[config.mk]
export PLATFORM = sky130hd
export DESIGN_NAME = vending_machine
export DESIGN_NICKNAME = d
export VERILOG_FILES = /design/src/rtl/vending_machine_pkg.sv /design/src/rtl/vending_machine.sv
export SDC_FILE = /design/constraint.sdc
export NUM_CORES = 1
export LEC_CHECK = 0
export ABC_AREA = 1
export CORE_MARGIN = 1
export CORE_UTILIZATION = 30
export CTS_BUF_LIST = sky130_fd_sc_hd__clkbuf_8
export DETAILED_ROUTE_END_ITERATION = 7
export GPL_ROUTABILITY_DRIVEN = 0
export PLACE_DENSITY = 0.49
export SETUP_SLACK_MARGIN = 0.15
export SYNTH_ARGS = -nofsm -noshare
export SYNTH_HDL_FRONTEND = slang
export SYNTH_SLANG_ARGS = --single-unit
export TNS_END_PERCENT = 30
[constraint.sdc]
create_clock -name clock -period 7.34 [get_ports clock]
set_input_delay 1.468 -clock clock [delete_from_list [all_inputs] [get_ports clock]]
set_output_delay 1.468 -clock clock [all_outputs]
set_load 0.01 [all_outputs]
[src/rtl/vending_machine_pkg.sv]
// Shared definitions for the vending machine: credit/vend state encoding,
// item prices, coin values, one-hot item codes and the decode helpers used
// by the controller.
package vending_machine_pkg;

  // Credit is tracked in 5 rs steps; VEND/VEND_CHG are terminal until reset.
  typedef enum logic [2:0] {
    CR0,
    CR5,
    CR10,
    CR15,
    CR20,
    CR25,
    VEND,
    VEND_CHG
  } state_t;

  // Amounts in rupees; 6 bits hold the worst-case sum of 25 + 10 = 35.
  localparam logic [5:0] PRICE_ITEM1 = 6'd15;
  localparam logic [5:0] PRICE_ITEM2 = 6'd20;
  localparam logic [5:0] PRICE_ITEM3 = 6'd25;
  localparam logic [5:0] PRICE_ITEM4 = 6'd30;

  localparam logic [5:0] FIVE = 6'd5;
  localparam logic [5:0] TEN  = 6'd10;

  localparam logic [3:0] ITEM1 = 4'b0001;
  localparam logic [3:0] ITEM2 = 4'b0010;
  localparam logic [3:0] ITEM3 = 4'b0100;
  localparam logic [3:0] ITEM4 = 4'b1000;

  // Price of the selected item; zero marks a selection that is not one-hot.
  function automatic logic [5:0] item_price(input logic [3:0] item);
    case (item)
      ITEM1:   return PRICE_ITEM1;
      ITEM2:   return PRICE_ITEM2;
      ITEM3:   return PRICE_ITEM3;
      ITEM4:   return PRICE_ITEM4;
      default: return '0;
    endcase
  endfunction

  // Credit held in a CR state, in rupees.
  function automatic logic [5:0] credit_of(input state_t s);
    case (s)
      CR5:     return 6'd5;
      CR10:    return 6'd10;
      CR15:    return 6'd15;
      CR20:    return 6'd20;
      CR25:    return 6'd25;
      default: return '0;
    endcase
  endfunction

  // CR state holding a given credit (only called with credit below a price).
  function automatic state_t cr_state(input logic [5:0] amount);
    case (amount)
      6'd5:    return CR5;
      6'd10:   return CR10;
      6'd15:   return CR15;
      6'd20:   return CR20;
      6'd25:   return CR25;
      default: return CR0;
    endcase
  endfunction

endpackage

[src/rtl/vending_machine.sv]
// Coin-operated vending controller.
//   clock       : rising-edge system clock
//   reset       : asynchronous active-low reset, returns to CR0 with outputs low
//   item_number : one-hot item select (15/20/25/30 rs); anything else is invalid
//   five_in     : 5 rs coin, one coin per sampled edge
//   ten_in      : 10 rs coin, one coin per sampled edge
//   five_out    : registered, high while 5 rs change is owed
//   dispense    : registered, high once the item has been paid for
// Both outputs hold in the vend states until reset.
module vending_machine
  import vending_machine_pkg::*;
(
  input  logic       clock,
  input  logic       reset,
  input  logic [3:0] item_number,
  input  logic       five_in,
  input  logic       ten_in,
  output logic       five_out,
  output logic       dispense
);

  state_t     state;
  state_t     next_state;
  logic [5:0] price;
  logic [5:0] coin_value;
  logic [5:0] new_credit;
  logic       coin_accepted;

  // The price follows the current selection every cycle, so switching items
  // mid-transaction keeps the credit and judges it against the new price.
  always_comb begin
    price         = item_price(item_number);
    coin_value    = ten_in ? TEN : FIVE;
    new_credit    = credit_of(state) + coin_value;
    coin_accepted = (five_in ^ ten_in) && (price != '0)
                    && (state != VEND) && (state != VEND_CHG);
    next_state    = state;
    if (coin_accepted) begin
      // credit < price and a coin is at most 10, so overpay is at most 5.
      if (new_credit < price)
        next_state = cr_state(new_credit);
      else if (new_credit == price)
        next_state = VEND;
      else
        next_state = VEND_CHG;
    end
  end

  // Outputs are registered from the next state so they rise on the same edge
  // that takes the completing coin, yet depend on state only.
  always_ff @(posedge clock or negedge reset) begin
    if (!reset) begin
      state    <= CR0;
      dispense <= 1'b0;
      five_out <= 1'b0;
    end else begin
      state    <= next_state;
      dispense <= (next_state == VEND) || (next_state == VEND_CHG);
      five_out <= (next_state == VEND_CHG);
    end
  end

endmodule

After elaboration in Yosys (flattened, before gate mapping)
Cells that the tools add are included.
{"block": "word_totals", "register_bits": 5, "input_bits": 8, "output_inout_bits": 2, "elab_cells": 37}
{"block": "op_classes", "addsub": 1, "order_cmp": 1, "eq_ne": 19, "mux": 7, "n_bitwise": 1, "n_reduce_logical": 5}
{"cell": "5-bit case mux with 5 select lines", "n": 1}
{"cell": "5-bit case mux with 4 select lines", "n": 1}
{"cell": "3-bit case mux with 5 select lines", "n": 1}
{"cell": "3-bit == test (second input constant)", "n": 4}
{"cell": "6-bit by 4-bit == test with 1-bit output (second input constant)", "n": 2}
{"cell": "6-bit by 5-bit == test with 1-bit output (second input constant)", "n": 2}
{"cell": "6-bit by 4-bit adder with 6-bit output", "n": 1}
{"cell": "3-bit by 2-bit == test with 1-bit output (second input constant)", "n": 2}
{"cell": "6-bit by 3-bit == test with 1-bit output (second input constant)", "n": 1}
{"cell": "6-bit == test", "n": 1}
{"cell": "6-bit less-than comparator", "n": 1}
{"cell": "3-bit 2-to-1 mux", "n": 2}
{"cell": "3-bit inequality test (second input constant)", "n": 2}
{"cell": "6-bit nonzero test", "n": 1}
{"cell": "4-bit by 1-bit == test with 1-bit output (second input constant)", "n": 1}
{"cell": "4-bit by 2-bit == test with 1-bit output (second input constant)", "n": 1}
{"cell": "4-bit by 3-bit == test with 1-bit output (second input constant)", "n": 1}
{"cell": "4-bit == test (second input constant)", "n": 1}
{"cell": "4-bit 2-to-1 mux", "n": 1}
{"cell": "3-bit by 1-bit == test with 1-bit output (second input constant)", "n": 1}
{"cell": "1-bit logical AND", "n": 3}
{"cell": "1-bit logical OR", "n": 1}
{"cell": "1-bit 2-to-1 mux", "n": 1}
{"cell": "1-bit XOR", "n": 1}

Logic depth before layout (Yosys ltp)
Gate-level depths: netlist (run 1).
{"block": "depth", "depth_word": 9, "ltp_mapped": 24, "depth_no_buf": 24}

Worst setup path before layout (run 1)
OpenSTA, ideal clock, no wires.
{"block": "synth_timing", "path_type": "input port to flip-flop", "from": "input port ten_in", "to": "register five_out", "setup_time_ps": 113, "arrival_time_ps": 3564, "t_required_ps": 7227, "path_slack_ps": 3663, "stages": 20, "n_path_buf": 0, "path_cell_list": "inv_1 ha_1 fa_1 nand3_1 nand2_1 nand2_1 nand2_1 ha_1 nand2_1 inv_1 nand2_1 nor2_1 nor2_1 nand2_1 nor2_2 nand3_1 nand2_2 nor2_4 nand2_1 inv_1"}
{"block": "synth_between", "elab_chain_len": 7}
{"item": "from (decl)", "line": "vending_machine.sv:17", "source": "input logic ten_in,"}
{"item": "4-bit 2-to-1 mux", "line": "vending_machine.sv:33", "source": "coin_value = ten_in ? TEN : FIVE;"}
{"item": "6-bit by 4-bit adder with 6-bit output", "line": "vending_machine.sv:34", "source": "new_credit = credit_of(state) + coin_value;"}
{"item": "6-bit by 5-bit == test with 1-bit output, or another cell as far along", "line": "vending_machine_pkg.sv:57", "source": "case (amount)"}
{"item": "3-bit case mux with 5 select lines / 1-bit 2-to-1 mux (equally long branches)", "line": "vending_machine_pkg.sv:57, vending_machine.sv:42"}
{"item": "3-bit 2-to-1 mux", "line": "vending_machine.sv:40", "source": "if (new_credit < price)"}
{"item": "3-bit 2-to-1 mux *", "line": "vending_machine.sv:38", "source": "if (coin_accepted) begin"}
{"item": "3-bit == test *", "line": "vending_machine.sv:59", "source": "five_out <= (next_state == VEND_CHG);"}
{"item": "to (signal assigned)", "line": "vending_machine.sv:59"}
{"item": "to (decl)", "line": "vending_machine.sv:18", "source": "output logic five_out,"}
Every way passes the cells marked *; elsewhere a longest branch is shown, timed or not.

Final worst setup path (run 1)
Same ends and word-level chain as after synthesis.

==> results of run 1 <==
## metrics by stage
step                utilization (%)  setup WS (ns)  hold slack [ns]
floorplan                         -           3.66            0.473
global placement               37.5           2.75            0.505
detailed placement             37.5           2.71            0.497
CTS                            39.3           2.92            0.507
global route                   39.3           2.61            0.548
finish                         39.3           2.95            0.502
## worst max path at each step
stage | to | slack, ns | depth (start not counted)
finish | five_out | 2.95 | 19
global route | five_out | 2.61 | 21
CTS | five_out | 2.92 | 19
detailed placement | five_out | 2.71 | 19
global placement | five_out | 2.75 | 19
floorplan | five_out | 3.66 | 20
## critical path, stage by stage
cell and delay (ns):
clkdlybuf4s50_1 0.61, inv_1 0.10, ha_1 0.26, fa_1 0.45, nand3_1 0.16, nand2_1 0.09, nand2_1 0.07, nand2_1 0.07
ha_1 0.29, a21oi_1 0.16, nand2_1 0.07, nor2_1 0.16, nand2_1 0.10, nor2_2 0.12, nand3_1 0.10, nand2_2 0.10
nor2_4 0.03, nand2_1 0.06, inv_1 0.03
## metal layers
| layer | up-vias | routed length, um | track usage [%] |
|---|---|---|---|
| li1 | 457 | - | - |
| met4 | 0 | 7 | 2.56 |
| met5 | - | 0 | 0 |
| met3 | 2 | 46 | 3.33 |
| met2 | 8 | 859 | 24.0 |
| met1 | 351 | 868 | 16.2 |
## cell families (layout without fill, tap and decap cells)
| kind of cell | Yosys count | in the layout | synth area share [%] |
|---|---|---|---|
| AND/OR/NAND/NOR | 91 | 91 | 49.3 |
| AO/OA/AOI/OAI | 8 | 8 | 5.19 |
| XOR/XNOR | 2 | 2 | 3.05 |
| adder cells (fa/ha/maj) | 10 | 10 | 16.2 |
| flip-flops | 5 | 5 | 15.3 |
| buffers and inverters | 24 | 37 | 11.0 |
## sequential cells by signal, summed over array words and instances (netlist names)
name      count
five_out      1
state         3
dispense      1
## final cells by class
cell class / instances / area [sq um]
Clock buffer: 3 / 41.3
Clock inverter: 1 / 3.75
Fill cell: 288 / 1530
Inverter: 24 / 90.1
Multi-Input combinational cell: 111 / 604
Sequential cell: 5 / 125
Tap cell: 30 / 37.5
Timing Repair Buffer: 9 / 90.1
## cells in the final DEF (no fill, tap or decap), drive strengths merged, types with 3 or more instances in the layout
cell type / n
ha: 9
inv: 25
nand3: 13
nor2: 27
a21oi: 6
dfrtp: 5
clkbuf: 3
clkdlybuf4s50: 9
nand2: 46
nor3: 3
## where the power goes
part	total [uW]	switching [uW]	internal (uW)
Clock	50.9	14.9	36.0
Sequential	49.2	9.62	39.5
Combinational	293	182	111
==> flow_metrics.tcl, run 1 <==
set metrics [dict create \
    hold_end "state[0]" \
    dp_cells 179 \
    fmax_mhz 228 \
    synth_top_cell_by_area "nand2_1" \
    die_width_um 54.3 \
    drtIter0Drc 11 \
    min_period_ns 4.39 \
    synth_edf_count 0 \
    cts_made_buffers 3 \
    synth_area_sq_um 820 \
    finalHoldViolations 0 \
    synthFlopType "dfrtp_1" \
    initial_core_util_pct 32.5 \
    final-max-slew-violation-count 0 \
    cts.sinks 5 \
    syn_avg_cell_area_sq_um 5.85 \
    maxSlewHeadroom_pct 81.5 \
    clk_path_buf_depth 2 \
    fin_tns_setup_ns 0 \
    synth_cell_types 19 \
    ys_async_sr_fraction_pct 100 \
    core_sq_mm 0.00252 \
    fin_skew_ns 0.00198 \
    drive_gt1_share_pct 12.4 \
    cts_tree "done" \
    chipHeight_um 54.3 \
    synth_seq_area_share_pct 15.3 \
    yosys-top-cells-area "nand2_1 (18%), dfrtp_1 (15%), ha_1 (14%)" \
    cts_root_buf "clkbuf_8" \
    power_uw 393 \
    clkTransAtPathRegs_ns 0.04 \
    rsz0062_at_grt "false" \
    wl_per_cell_um 9.74 \
    hpwlAfterDp_um 1550 \
    antenna_found_initial 0 \
    first_pass_iters 4 \
    hold_class "reg -> reg" \
    yosysTopAreaCellShare_pct 18.3 \
    crit_arrival_ns 4.51 \
    area_growth_pct 21.1 \
    hold_start "state[0]" \
    power-per-cell-area_mw_per_mm2 396 \
    grt_pass1_vias 750 \
    critPathKind "in -> reg" \
    grt_pass1_wl_um 2840 \
    cts_setup_buffers 0 \
    yosys_register_bits 5 \
    worst_pin_slew_ns 0.277 \
    status "finished clean" \
    post_cts_resized 0 \
    post_dp_cell_area_sq_um 947 \
    final_area_sq_um 992 \
    vias 818 \
    cp.required_ns 7.46 \
    drv_cap 0 \
    setup_violations 0 \
    nets 172 \
    startpoint_type "input port" \
    io_pins 10 \
    routed_wl_um 1780 \
    timing.rr.start "state[1]" \
    post-synth-top-count-cell "nand2_1" \
    syn-num-nets 158 \
    h-tree-depth 1 \
    final_antenna_net_count 0 \
    fin_cells 183 \
    grt_overflow_total 0 \
    io_buffers 9 \
    ys_warn_count 0 \
    grt_usage_pct 13.4 \
    leakage_uw 0.000543 \
    clk_latency_ns 0.22 \
    endpoint_kind "flop" \
    r2r-end "five_out" \
    netlist_instances 140 \
    whs_path_depth 2 \
    ir_worst_vdd_v 0.000191 \
    die_area_sq_mm 0.00294 \
    rows 18 \
    cp-startpoint "ten_in" \
    drc 0 \
    grt_max_degree 7 \
    diodes 0 \
    reg2regPathDepth 19 \
    rrSetupSlack_ns 4.31 \
    hold_buffers 0 \
    vias_per_cell 4.47 \
    crit_fanout 5 \
    synthTopCellsByCount "nand2_1 (40), nor2_1 (22), inv_1 (21)" \
    fin_crit_sh_pct 59.8 \
]
(Power assumes the default switching activity.)
==> run 2: changes to the inputs <==
- clock period: 7.34 -> 4.4 ns (I/O delays scaled with it)
==> flow_metrics.tcl, run 2 (synthesized netlist as in run 1, its figures left out) <==
set metrics [dict create \
    status "finished clean" \
    crit_fanout 5 \
    ir_worst_vdd_v 0.000296 \
    grt_pass1_wl_um 2990 \
    final_cell_mix "nand2_1 (40), inv_1 (22), nor2_1 (22), nand3_1 (13)" \
    critPathBufInv 3 \
    setup_violations 0 \
    post_dp_cell_area_sq_um 947 \
    worst_pin_slew_ns 0.267 \
    chipHeight_um 54.3 \
    h-tree-depth 1 \
    critical_path.top_delay_family "simple AND/OR/NAND/NOR gates" \
    wl_per_cell_um 9.93 \
    clk_latency_ns 0.22 \
    slowest_stage "clkdlybuf4s50_1" \
    clkTransAtPathRegs_ns 0.04 \
    hold_class "reg -> reg" \
    drv_cap 0 \
    cts.sinks 5 \
    fin_tns_setup_ns 0 \
    cts_root_buf "clkbuf_8" \
    grt_usage_pct 14.0 \
    io_buffers 9 \
    final-max-slew-violation-count 0 \
    critPathKind "in -> reg" \
    hpwlAfterDp_um 1570 \
    grt_max_degree 7 \
    rsz0062_at_grt "false" \
    cpPeakStageDelay_ns 0.60 \
    diodes 0 \
    drc 0 \
    cts_made_buffers 3 \
    grt_overflow_total 0 \
    maxSlewHeadroom_pct 82.1 \
    post_cts_resized 0 \
    fmax_mhz 265 \
    final_core_util_pct 39.3 \
    core_sq_mm 0.00252 \
    path_cells "clkdlybuf4s50_1 > inv_1 > ha_1 > fa_1 > nand3_1 > nand2_1 > nand2_1 > nand2_1 > ha_1 > a21oi_1 > nand2_1 > nor2_1 > nand2_1 > nor2_2 > nand3_1 > nand2_2 > nor2_4 > nand2_1 > inv_1" \
    nets 172 \
    vias_per_cell 4.66 \
    initial_core_util_pct 32.5 \
    die_width_um 54.3 \
    largest_registers "state: 3 flops, dispense: 1 flops, five_out: 1 flops" \
    final_area_sq_um 992 \
    clk_path_buf_depth 2 \
    power-per-cell-area_mw_per_mm2 662 \
    routed_wl_um 1820 \
    area_growth_pct 21.1 \
    crit_arrival_ns 3.88 \
    die_area_sq_mm 0.00294 \
    leakage_uw 0.000543 \
    drive_gt1_share_pct 12.4 \
    first_pass_iters 4 \
    hold_buffers 0 \
    finalHoldViolations 0 \
    cts_setup_buffers 0 \
    final_common_cell "nand2_1" \
    min_period_ns 3.77 \
    largest_register_ffs 3 \
    io_pins 10 \
    fin_skew_ns 0.00356 \
    cp.required_ns 4.51 \
    cts_tree "done" \
    endpoint_kind "flop" \
    regMostFlops "state" \
    rows 18 \
    vias 853 \
    grt_pass1_vias 787 \
    fin_crit_sh_pct 85.6 \
    drtIter0Drc 25 \
    startpoint_type "input port" \
    antenna_found_initial 0 \
    crit_top_cell "nand2_1" \
    final_antenna_net_count 0 \
]
run 2: cell counts in the layout (fill, tap and decap cells not counted):
No cell type changed its count.
run 2: path summary, 6_finish.rpt:
check                          from        to  slack, ns  depth (start not counted)
hold reg to reg            state[0]  state[0]       0.52                          2
hold / removal             state[0]  state[0]       0.52                          2
min in group asynchronous     reset  five_out       0.89                          1
max in group asynchronous     reset  state[2]       3.31                          1
setup / recovery             ten_in  five_out       0.63                         19
setup reg to reg           state[1]  five_out       1.36                         19
run 2: through the flow:
step	std cells	setup slack [ns]	power (uW)	hold WS, ns
after global placement	179	0.463	571	0.505
after global routing	183	0.344	737	0.560
final	183	0.633	657	0.516
after detailed placement	179	0.414	574	0.508
after floorplan	140	1.31	470	0.473
after CTS	183	0.619	663	0.521
run 2: cell type report:
| class | count | area, sq um |
|---|---|---|
| clock buffers | 3 | 41.3 |
| repair buffers | 9 | 90.1 |
| multi-input cells | 111 | 604 |
| well taps | 30 | 37.5 |
| inverters | 24 | 90.1 |
| flip-flops and latches | 5 | 125 |
| fillers | 275 | 1530 |
| clock inverters | 1 | 3.75 |
run 2: where the power goes:
part / internal (uW) / switching, uW / leakage, uW
combinational: 186 / 307 / 0.000458
clock: 59.8 / 22.9 / 0.0000269
sequential: 66.0 / 15.6 / 0.0000580
run 2: worst min-delay path: stages, from the launching register on:
cell and delay, ns:
dfrtp_1 0.34, nand2_1 0.07, nand2_2 0.07
run 2: per-layer routing:
| metal | track usage, % | wire length (um) |
|---|---|---|
| met2 | 26.0 | 919 |
| met3 | 3.33 | 42 |
| met1 | 16.6 | 855 |
| met4 | 1.28 | 0 |
| met5 | 0 | 0 |
